$ cat src/rtl/simple_processor_pkg.sv
// Shared decode definitions for the simple processor: widths, operation encoding
// and the per-opcode operand-usage helpers.
package simple_processor_pkg;

  localparam int DATA_WIDTH  = 32;
  localparam int NUM_REGS    = 8;
  localparam int REG_AW      = $clog2(NUM_REGS);
  localparam int INSTR_WIDTH = 16;

  typedef enum logic [3:0] {
    FUNC_AND  = 4'd0,
    FUNC_OR   = 4'd1,
    FUNC_XOR  = 4'd2,
    FUNC_NOT  = 4'd3,
    FUNC_ADD  = 4'd4,
    FUNC_SUB  = 4'd5,
    FUNC_ADDI = 4'd6,
    FUNC_SLL  = 4'd7,
    FUNC_SLLI = 4'd8,
    FUNC_SLR  = 4'd9,
    FUNC_SLRI = 4'd10
  } func_t;

  localparam logic [3:0] OP_LAST_LEGAL = 4'd10;

  function automatic logic is_legal(input logic [3:0] op);
    return op <= OP_LAST_LEGAL;
  endfunction

  function automatic logic uses_rs2(input logic [3:0] op);
    return (op == FUNC_AND) || (op == FUNC_OR) || (op == FUNC_XOR) || (op == FUNC_ADD) ||
           (op == FUNC_SUB) || (op == FUNC_SLL) || (op == FUNC_SLR);
  endfunction

  function automatic logic is_imm(input logic [3:0] op);
    return (op == FUNC_ADDI) || (op == FUNC_SLLI) || (op == FUNC_SLRI);
  endfunction

endpackage

$ cat src/rtl/decode_issue_reg_file.sv
// Architectural register file: two combinational read ports, one synchronous
// write port, cleared by the asynchronous reset.
module reg_file
  import simple_processor_pkg::*;
(
  input  logic                  clk_i,
  input  logic                  arst_i,
  input  logic                  we_i,
  input  logic [REG_AW-1:0]     waddr_i,
  input  logic [DATA_WIDTH-1:0] wdata_i,
  input  logic [REG_AW-1:0]     raddr1_i,
  input  logic [REG_AW-1:0]     raddr2_i,
  output logic [DATA_WIDTH-1:0] rdata1_o,
  output logic [DATA_WIDTH-1:0] rdata2_o
);

  logic [DATA_WIDTH-1:0] r_regs [NUM_REGS];

  always_ff @(posedge clk_i or posedge arst_i) begin
    if (arst_i) begin
      for (int i = 0; i < NUM_REGS; i++) r_regs[i] <= '0;
    end else if (we_i) begin
      r_regs[waddr_i] <= wdata_i;
    end
  end

  assign rdata1_o = r_regs[raddr1_i];
  assign rdata2_o = r_regs[raddr2_i];

endmodule

$ cat src/rtl/decode_issue.sv
// Decode/issue stage: scoreboarded operand fetch into a one-entry issue slot.
// Define DECODE_ISSUE_FORWARD_EN to forward a same-cycle write-back into issue.
module decode_issue
  import simple_processor_pkg::*;
(
  input  logic                  clk_i,
  input  logic                  arst_i,
  input  logic                  instr_valid_i,
  output logic                  instr_ready_o,
  input  logic [INSTR_WIDTH-1:0] instr_i,
  output logic                  ex_valid_o,
  input  logic                  ex_ready_i,
  output func_t                 func_o,
  output logic [DATA_WIDTH-1:0] rs1_data_o,
  output logic [DATA_WIDTH-1:0] rs2_data_o,
  output logic [5:0]            imm_o,
  output logic [REG_AW-1:0]     rd_addr_o,
  input  logic                  wb_en_i,
  input  logic [REG_AW-1:0]     wb_addr_i,
  input  logic [DATA_WIDTH-1:0] wb_data_i,
  output logic                  illegal_o,
  output logic [31:0]           issue_count_o
);

  logic [3:0]            w_op;
  logic [REG_AW-1:0]     w_rd, w_rs1, w_rs2;
  logic [5:0]            w_imm;
  logic                  w_legal, w_uses_rs2, w_imm_en;
  logic [DATA_WIDTH-1:0] w_rf_rs1, w_rf_rs2, w_rs1_data, w_rs2_data;
  logic [NUM_REGS-1:0]   w_wb_clr, w_set, w_pend_eff;
  logic                  w_hazard, w_accept, w_issue;

  logic [NUM_REGS-1:0]   r_pend;
  logic                  r_valid;
  func_t                 r_func;
  logic [DATA_WIDTH-1:0] r_rs1, r_rs2;
  logic [5:0]            r_imm;
  logic [REG_AW-1:0]     r_rd;
  logic                  r_illegal;
  logic [31:0]           r_count;

  assign w_op  = instr_i[15:12];
  assign w_rd  = instr_i[11:9];
  assign w_rs1 = instr_i[8:6];
  assign w_rs2 = instr_i[5:3];
  assign w_imm = instr_i[5:0];

  assign w_legal    = is_legal(w_op);
  assign w_uses_rs2 = uses_rs2(w_op);
  assign w_imm_en   = is_imm(w_op);

  reg_file u_reg_file (
    .clk_i    (clk_i),
    .arst_i   (arst_i),
    .we_i     (wb_en_i),
    .waddr_i  (wb_addr_i),
    .wdata_i  (wb_data_i),
    .raddr1_i (w_rs1),
    .raddr2_i (w_rs2),
    .rdata1_o (w_rf_rs1),
    .rdata2_o (w_rf_rs2)
  );

  assign w_wb_clr = wb_en_i ? (NUM_REGS'(1) << wb_addr_i) : '0;

`ifdef DECODE_ISSUE_FORWARD_EN
  assign w_pend_eff = r_pend & ~w_wb_clr;
  assign w_rs1_data = (wb_en_i && (wb_addr_i == w_rs1)) ? wb_data_i : w_rf_rs1;
  assign w_rs2_data = (wb_en_i && (wb_addr_i == w_rs2)) ? wb_data_i : w_rf_rs2;
`else
  assign w_pend_eff = r_pend;
  assign w_rs1_data = w_rf_rs1;
  assign w_rs2_data = w_rf_rs2;
`endif

  // Illegal opcodes never wait on the scoreboard; they are simply consumed.
  assign w_hazard = w_legal & (w_pend_eff[w_rs1] | (w_uses_rs2 & w_pend_eff[w_rs2]) |
                               w_pend_eff[w_rd]);
  assign instr_ready_o = (!r_valid | ex_ready_i) & !w_hazard;
  assign w_accept      = instr_valid_i & instr_ready_o;
  assign w_issue       = w_accept & w_legal;
  assign w_set         = w_issue ? (NUM_REGS'(1) << w_rd) : '0;

  always_ff @(posedge clk_i or posedge arst_i) begin
    if (arst_i) begin
      r_valid   <= 1'b0;
      r_func    <= FUNC_AND;
      r_rs1     <= '0;
      r_rs2     <= '0;
      r_imm     <= '0;
      r_rd      <= '0;
      r_illegal <= 1'b0;
      r_count   <= '0;
      r_pend    <= '0;
    end else begin
      if (w_issue) begin
        r_valid <= 1'b1;
        r_func  <= func_t'(w_op);
        r_rs1   <= w_rs1_data;
        r_rs2   <= w_uses_rs2 ? w_rs2_data : '0;
        r_imm   <= w_imm_en ? w_imm : '0;
        r_rd    <= w_rd;
        r_count <= r_count + 32'd1;
      end else if (ex_ready_i) begin
        r_valid <= 1'b0;
      end
      r_illegal <= w_accept & !w_legal;
      // A new claim on a register outranks a write-back releasing it.
      r_pend    <= (r_pend & ~w_wb_clr) | w_set;
    end
  end

  assign ex_valid_o    = r_valid;
  assign func_o        = r_func;
  assign rs1_data_o    = r_rs1;
  assign rs2_data_o    = r_rs2;
  assign imm_o         = r_imm;
  assign rd_addr_o     = r_rd;
  assign illegal_o     = r_illegal;
  assign issue_count_o = r_count;

endmodule

$ cat config.mk
export PLATFORM = sky130hd
export DESIGN_NAME = decode_issue
export DESIGN_NICKNAME = d
export VERILOG_FILES = /design/src/rtl/simple_processor_pkg.sv /design/src/rtl/decode_issue_reg_file.sv /design/src/rtl/decode_issue.sv
export SDC_FILE = /design/constraint.sdc
export NUM_CORES = 1
export LEC_CHECK = 0
export ABC_AREA = 1
export BUFFER_PORTS_ARGS = -buffer_cell sky130_fd_sc_hd__buf_4
export CORE_ASPECT_RATIO = 1.1
export CORE_MARGIN = 4
export CORE_UTILIZATION = 35
export CTS_BUF_LIST = sky130_fd_sc_hd__clkbuf_8
export CTS_CLUSTER_DIAMETER = 50
export DETAILED_ROUTE_END_ITERATION = 8
export PLACE_DENSITY = 0.5
export SKIP_CTS_REPAIR_TIMING = 1
export SLEW_MARGIN = 20
export SYNTH_ARGS = -nofsm -noshare
export SYNTH_HDL_FRONTEND = slang
export SYNTH_SLANG_ARGS = --single-unit
export TNS_END_PERCENT = 1
$ cat constraint.sdc
create_clock -name clk_i -period 32.6 [get_ports clk_i]
set_input_delay 9.78 -clock clk_i [delete_from_list [all_inputs] [get_ports clk_i]]
set_output_delay 9.78 -clock clk_i [all_outputs]
set_load 0.01 [all_outputs]
Word level (Yosys, flattened, before mapping)
Index checks and enable logic that the tools add are counted.
{"block": "word_totals", "regBits": 375, "wordCells": 87, "in_bits": 56}
{"block": "op_classes", "n_eq_ne": 9, "addsub": 1, "n_lt_le_gt_ge": 8, "reduce_logical": 14, "bitwise_logic": 15, "shift": 2, "n_mux": 21}
{"operator": "$bwmux W256", "count": 1}
{"operator": "$bmux W32 S3", "count": 2}
{"operator": "$mux W32", "count": 6}
{"operator": "$demux W32 S3", "count": 1}
{"operator": "$add A32 B1 Y32 const B", "count": 1}
{"operator": "$eq A4 B3 Y1 const B", "count": 4}
{"operator": "$mux W8", "count": 2}
{"operator": "$shl A1 B3 Y8 const A", "count": 2}
{"operator": "$eq A4 B4 Y1 const B", "count": 3}
{"operator": "$ge A4 B4 Y1 const B", "count": 3}
{"operator": "$lt A3 B4 Y1 const B", "count": 3}
{"operator": "$not A3 Y4", "count": 3}
{"operator": "$bmux W1 S3", "count": 3}
{"operator": "$and A8 B8 Y8", "count": 1}
{"operator": "$logic_or A1 B1 Y1", "count": 8}
{"operator": "$not A8 Y8", "count": 1}
{"operator": "$or A8 B8 Y8", "count": 1}
{"operator": "$and A1 B1 Y1", "count": 6}
{"operator": "$mux W6", "count": 1}
{"operator": "$mux W1", "count": 5}
{"operator": "$eq A4 B1 Y1 const B", "count": 1}
{"operator": "$eq A4 B2 Y1 const B", "count": 1}
{"operator": "$le A4 B4 Y1 const B", "count": 1}
{"operator": "$logic_not A4 Y1", "count": 1}
{"operator": "other kinds (5)", "count": 9}

Longest topological paths before layout
{"block": "logic_depth", "word_depth": 17, "depth_mapped": 14, "mapped_depth_nobuf": 12}

By module
A second synthesis with hierarchy kept.
{"block": "hier_totals", "cells_unflattened": 3039, "hier_area_um2": 20532.2}
{"mod": "reg_file", "area_per_inst_um2": 14880.5, "cells_each": 2312, "instances": 1}
{"mod": "decode_issue", "area_per_inst_um2": 5651.7, "cells_each": 727, "instances": 1}

Worst setup path before layout
OpenSTA, ideal clock, no wires.
{"block": "synth_timing", "path_type": "input -> output", "from": "in instr_i[3]", "to": "out instr_ready_o", "arrival_time_ns": 10.586, "path_slack_ns": 12.234, "stages": 10, "path_buffers": 1, "path_cell_list": "buf_2 inv_2 nand2_1 nand3_1 nand2_1 nand2_1 nand2_1 nor2_1 nor2_2 o21a_1"}
{"block": "synth_between", "elab_chain_len": 8}
{"item": "from (decl)", "line_no": "decode_issue.sv:10", "source": "input logic [INSTR_WIDTH-1:0] instr_i,"}
{"item": "$bmux W1 S3", "line_no": "decode_issue.sv:77", "source": "assign w_hazard = w_legal & (w_pend_eff[w_rs1] | (w_uses_rs2 & w_pend_eff[w_rs2]) |"}
{"item": "$mux W1 (implied by the code)", "line_no": "decode_issue.sv:77"}
{"item": "$and A1 B1 Y1", "line_no": "decode_issue.sv:77"}
{"item": "$or A1 B1 Y1 (2 in a row)", "line_no": "decode_issue.sv:77"}
{"item": "$and A1 B1 Y1", "line_no": "decode_issue.sv:77"}
{"item": "$logic_not A1 Y1", "line_no": "decode_issue.sv:79", "source": "assign instr_ready_o = (!r_valid | ex_ready_i) & !w_hazard;"}
{"item": "$and A1 B1 Y1", "line_no": "decode_issue.sv:79"}
{"item": "to (decl)", "line_no": "decode_issue.sv:9", "source": "output logic instr_ready_o,"}
No other way between the ends. The select of a mux whose other input is x is not followed.

Worst setup path in the final report
{"block": "layout_timing", "from": "in instr_i[4]", "to": "out instr_ready_o"}
Same word-level chain as after synthesis.

==> impl_metrics.json <==
{
  "status": "complete, no violations",
  "finalPower_mw": 1.373,
  "cts.clk_slew.worst_paths_ns": 0.05,
  "drc": 0,
  "place_congestion": 0.8307,
  "arrival_ns": 12.26,
  "reg2reg_from": "r_pend[4]$_DFF_PP0_",
  "hpwl_um": 34540,
  "wl_um": 60770,
  "area_delta_synth_final_pct": 15.09,
  "final_common_cell": "o21ai_0",
  "via_per_inst": 5.431,
  "worst_setup_path_end_kind": "output port",
  "avgRoutedWirePerCell_um": 19.21,
  "synth_seq_cells": 375,
  "period_share": 0.6761,
  "r2r_cells": 11,
  "dr.first_iter.drc_count": 1665,
  "crit_family": "buffers and inverters",
  "place_ws_ns": 10.62,
  "die_w_um": 228.2,
  "setup_viol": 0,
  "hold_start": "rs1_data_o[21]$_DFFE_PP0P_",
  "design.core.area_um2": 52630,
  "drtPass1Iterations": 5,
  "ys_top_cells_by_area": "dfrtp_1 50%, o21ai_0 15%, nand2_1 11%",
  "slew_headroom": 0.3423,
  "r2r_setup_slack_ns": 30.36,
  "setup_tns_ns": 0,
  "clk_path_buf_depth": 3,
  "hold_viol": 0,
  "seqCellArea_um2": 9384,
  "grt_max_degree": 201,
  "final_layout_size_suffix_gt1_frac": 0.1222,
  "yosysSeqAreaShare": 0.5026,
  "whs_path_depth": 2,
  "holdCritPathClass": "flip-flop to flip-flop",
  "cp-start-kind": "input port",
  "synth_top_area_cell": "dfrtp_1",
  "finalNetCount": 2494,
  "maxSlewViolCount": 0,
  "syn_nets": 2418,
  "cpPeakStageDelay_ns": 0.64,
  "skew_ns": 0.02796,
  "worstSetupPathType": "input port to output port",
  "max_freq_ghz": 0.04537,
  "rsz0062_at_grt": "no",
  "synth_top_area_share": 0.5026,
  "setup_ws_ns": 10.56,
  "rows": 88,
  "num_io_pins": 168,
  "cp_max_fo": 68,
  "vias": 17180,
  "cts_tree": "yes",
  "hold_end": "rs1_data_o[21]$_DFFE_PP0P_",
  "antenna_found_initial": 1,
  "cpMaxStageDelayCell": "buf_4",
  "fillers": 5333,
  "worstPathBufferInverterCount": 4,
  "grt_first_pass_wirelength_um": 96150,
  "cts_sinks": 375,
  "multi_input_comb_area_um2": 8083,
  "grtUsageTotal": 0.2080,
  "ys_types": 30,
  "ant_nets": 0,
  "yosysWarnings": 0,
  "syn_area_um2": 18670,
  "layout_common_cells": "546 x o21ai_0, 521 x nand2_1, 375 x dfrtp_1",
  "crit_chain": "buf_4, inv_2, buf_4, nand3_1, nand2_1, nand2_1, nand2_1, nor2_1, nor2_2, o21a_1, buf_4",
  "grt_overflow_total": 0,
  "htreeDepth": 3,
  "peakVddDrop_v": 0.00002419,
  "cts_root_buf": "clkbuf_8",
  "worstMarginPinSlew_ns": 0.9865,
  "die_h_um": 250.2,
  "crit_required_ns": 22.82,
  "numPortBuffers": 167,
  "cts_made_buffers": 69,
  "grt_pass1_vias": 16860,
  "leakage_nw": 9.921,
  "final_util": 0.4082,
  "synth_cells": 2361,
  "clock_latency_ns": 0.65,
  "min_period_ns": 22.04,
  "maxCapViolations": 0,
  "power-per-cell-area_nw_per_um2": 63.89,
  "dieArea_um2": 57100,
  "synth.avg_cell_area_um2": 7.907,
  "initial_utilization": 0.3547,
  "r2r-end": "issue_count_o[18]$_DFFE_PP0P_"
}
-- registers in the layout, summed over array words and instances (netlist names) --
| register | cells |
|---|---|
| rs2_data_o | 32 |
| issue_count_o | 32 |
| r_pend | 8 |
| illegal_o | 1 |
| rs1_data_o | 32 |
| func_o | 4 |
| ex_valid_o | 1 |
| rd_addr_o | 3 |
| u_reg_file.r_regs | 256 |
| imm_o | 6 |
-- cells in the mapped netlist, drive strengths merged --
cell    number
a21oi        4
buf         45
clkbuf     139
clkinv       1
dfrtp      375
ha           1
inv        100
nand2      527
nand3       60
nand3b       1
nand4        6
nor2       292
nor3        11
nor4         3
o211ai       1
o21a         1
o21ai      636
o221ai      96
o22ai       32
or2          1
xnor2       15
xor2        14
-- per-stage QoR --
stage | cell area, um2 | hold slack, ns | std cells
after floorplan | 18670 | 0.4639 | 2361
after global placement | 20130 | 0.4762 | 3041
after detailed placement | 20130 | 0.4805 | 3041
after CTS | 21480 | 0.4945 | 3162
after global routing | 21490 | 0.5132 | 3163
final | 21490 | 0.4908 | 3163
-- layer usage --
layer	part of all wire	track usage	vias up	wire, um
met1	0.44	0.2787	8319	26650
met3	0.059	0.03230	119	3561
met4	0.028	0.08119	0	1731
li1	-	-	8145	-
met5	0	0	-	0
met2	0.47	0.3403	594	28830
-- worst max-delay path by stage --
| stage | start | to | cells after the start |
|---|---|---|---|
| final | instr_i[4] | instr_ready_o | 11 |
| after global routing | instr_i[4] | instr_ready_o | 11 |
| after CTS | instr_i[4] | instr_ready_o | 11 |
| after detailed placement | instr_i[4] | instr_ready_o | 11 |
| after global placement | instr_i[4] | instr_ready_o | 11 |
| after floorplan | instr_i[3] | instr_ready_o | 10 |
-- logic make-up (layout without fill, tap and decap cells) --
| logic type | after synthesis | count (layout) | share of synthesized area |
|---|---|---|---|
| and+or+nand+nor | 901 | 901 | 0.1879 |
| AOI/OAI and AO/OA | 770 | 770 | 0.2285 |
| DFF | 375 | 375 | 0.5026 |
| buffers and inverters | 285 | 411 | 0.06662 |
| xor gates and xnor gates | 29 | 29 | 0.01361 |
| adders and majority gates | 1 | 1 | 0.0006701 |
| other | 0 | 1 | 0 |
-- worst reg2reg max path: cells and delay by family, from the launching register on --
| family | cells | cell delay (ns) |
|---|---|---|
| simple gates | 10 | 1.01 |
| buf+inv | 1 | 0.65 |
| flops | 1 | 0.45 |
-- layout make-up --
class                   count  share of cell area
inverters                 101             0.01823
clock inverters            34            0.007046
flip-flops and latches    375              0.4368
well taps                 675             0.03931
multi-input cells        1701              0.3762
clock buffers              87             0.05573
diodes                      1           0.0001165
repair buffers            189             0.06662
-- power breakdown --
part | total (mW) | internal, mW | switching [mW]
clock network | 0.442 | 0.239 | 0.203
logic | 0.288 | 0.123 | 0.165
registers | 0.643 | 0.564 | 0.0783
(Power assumes the default switching activity.)
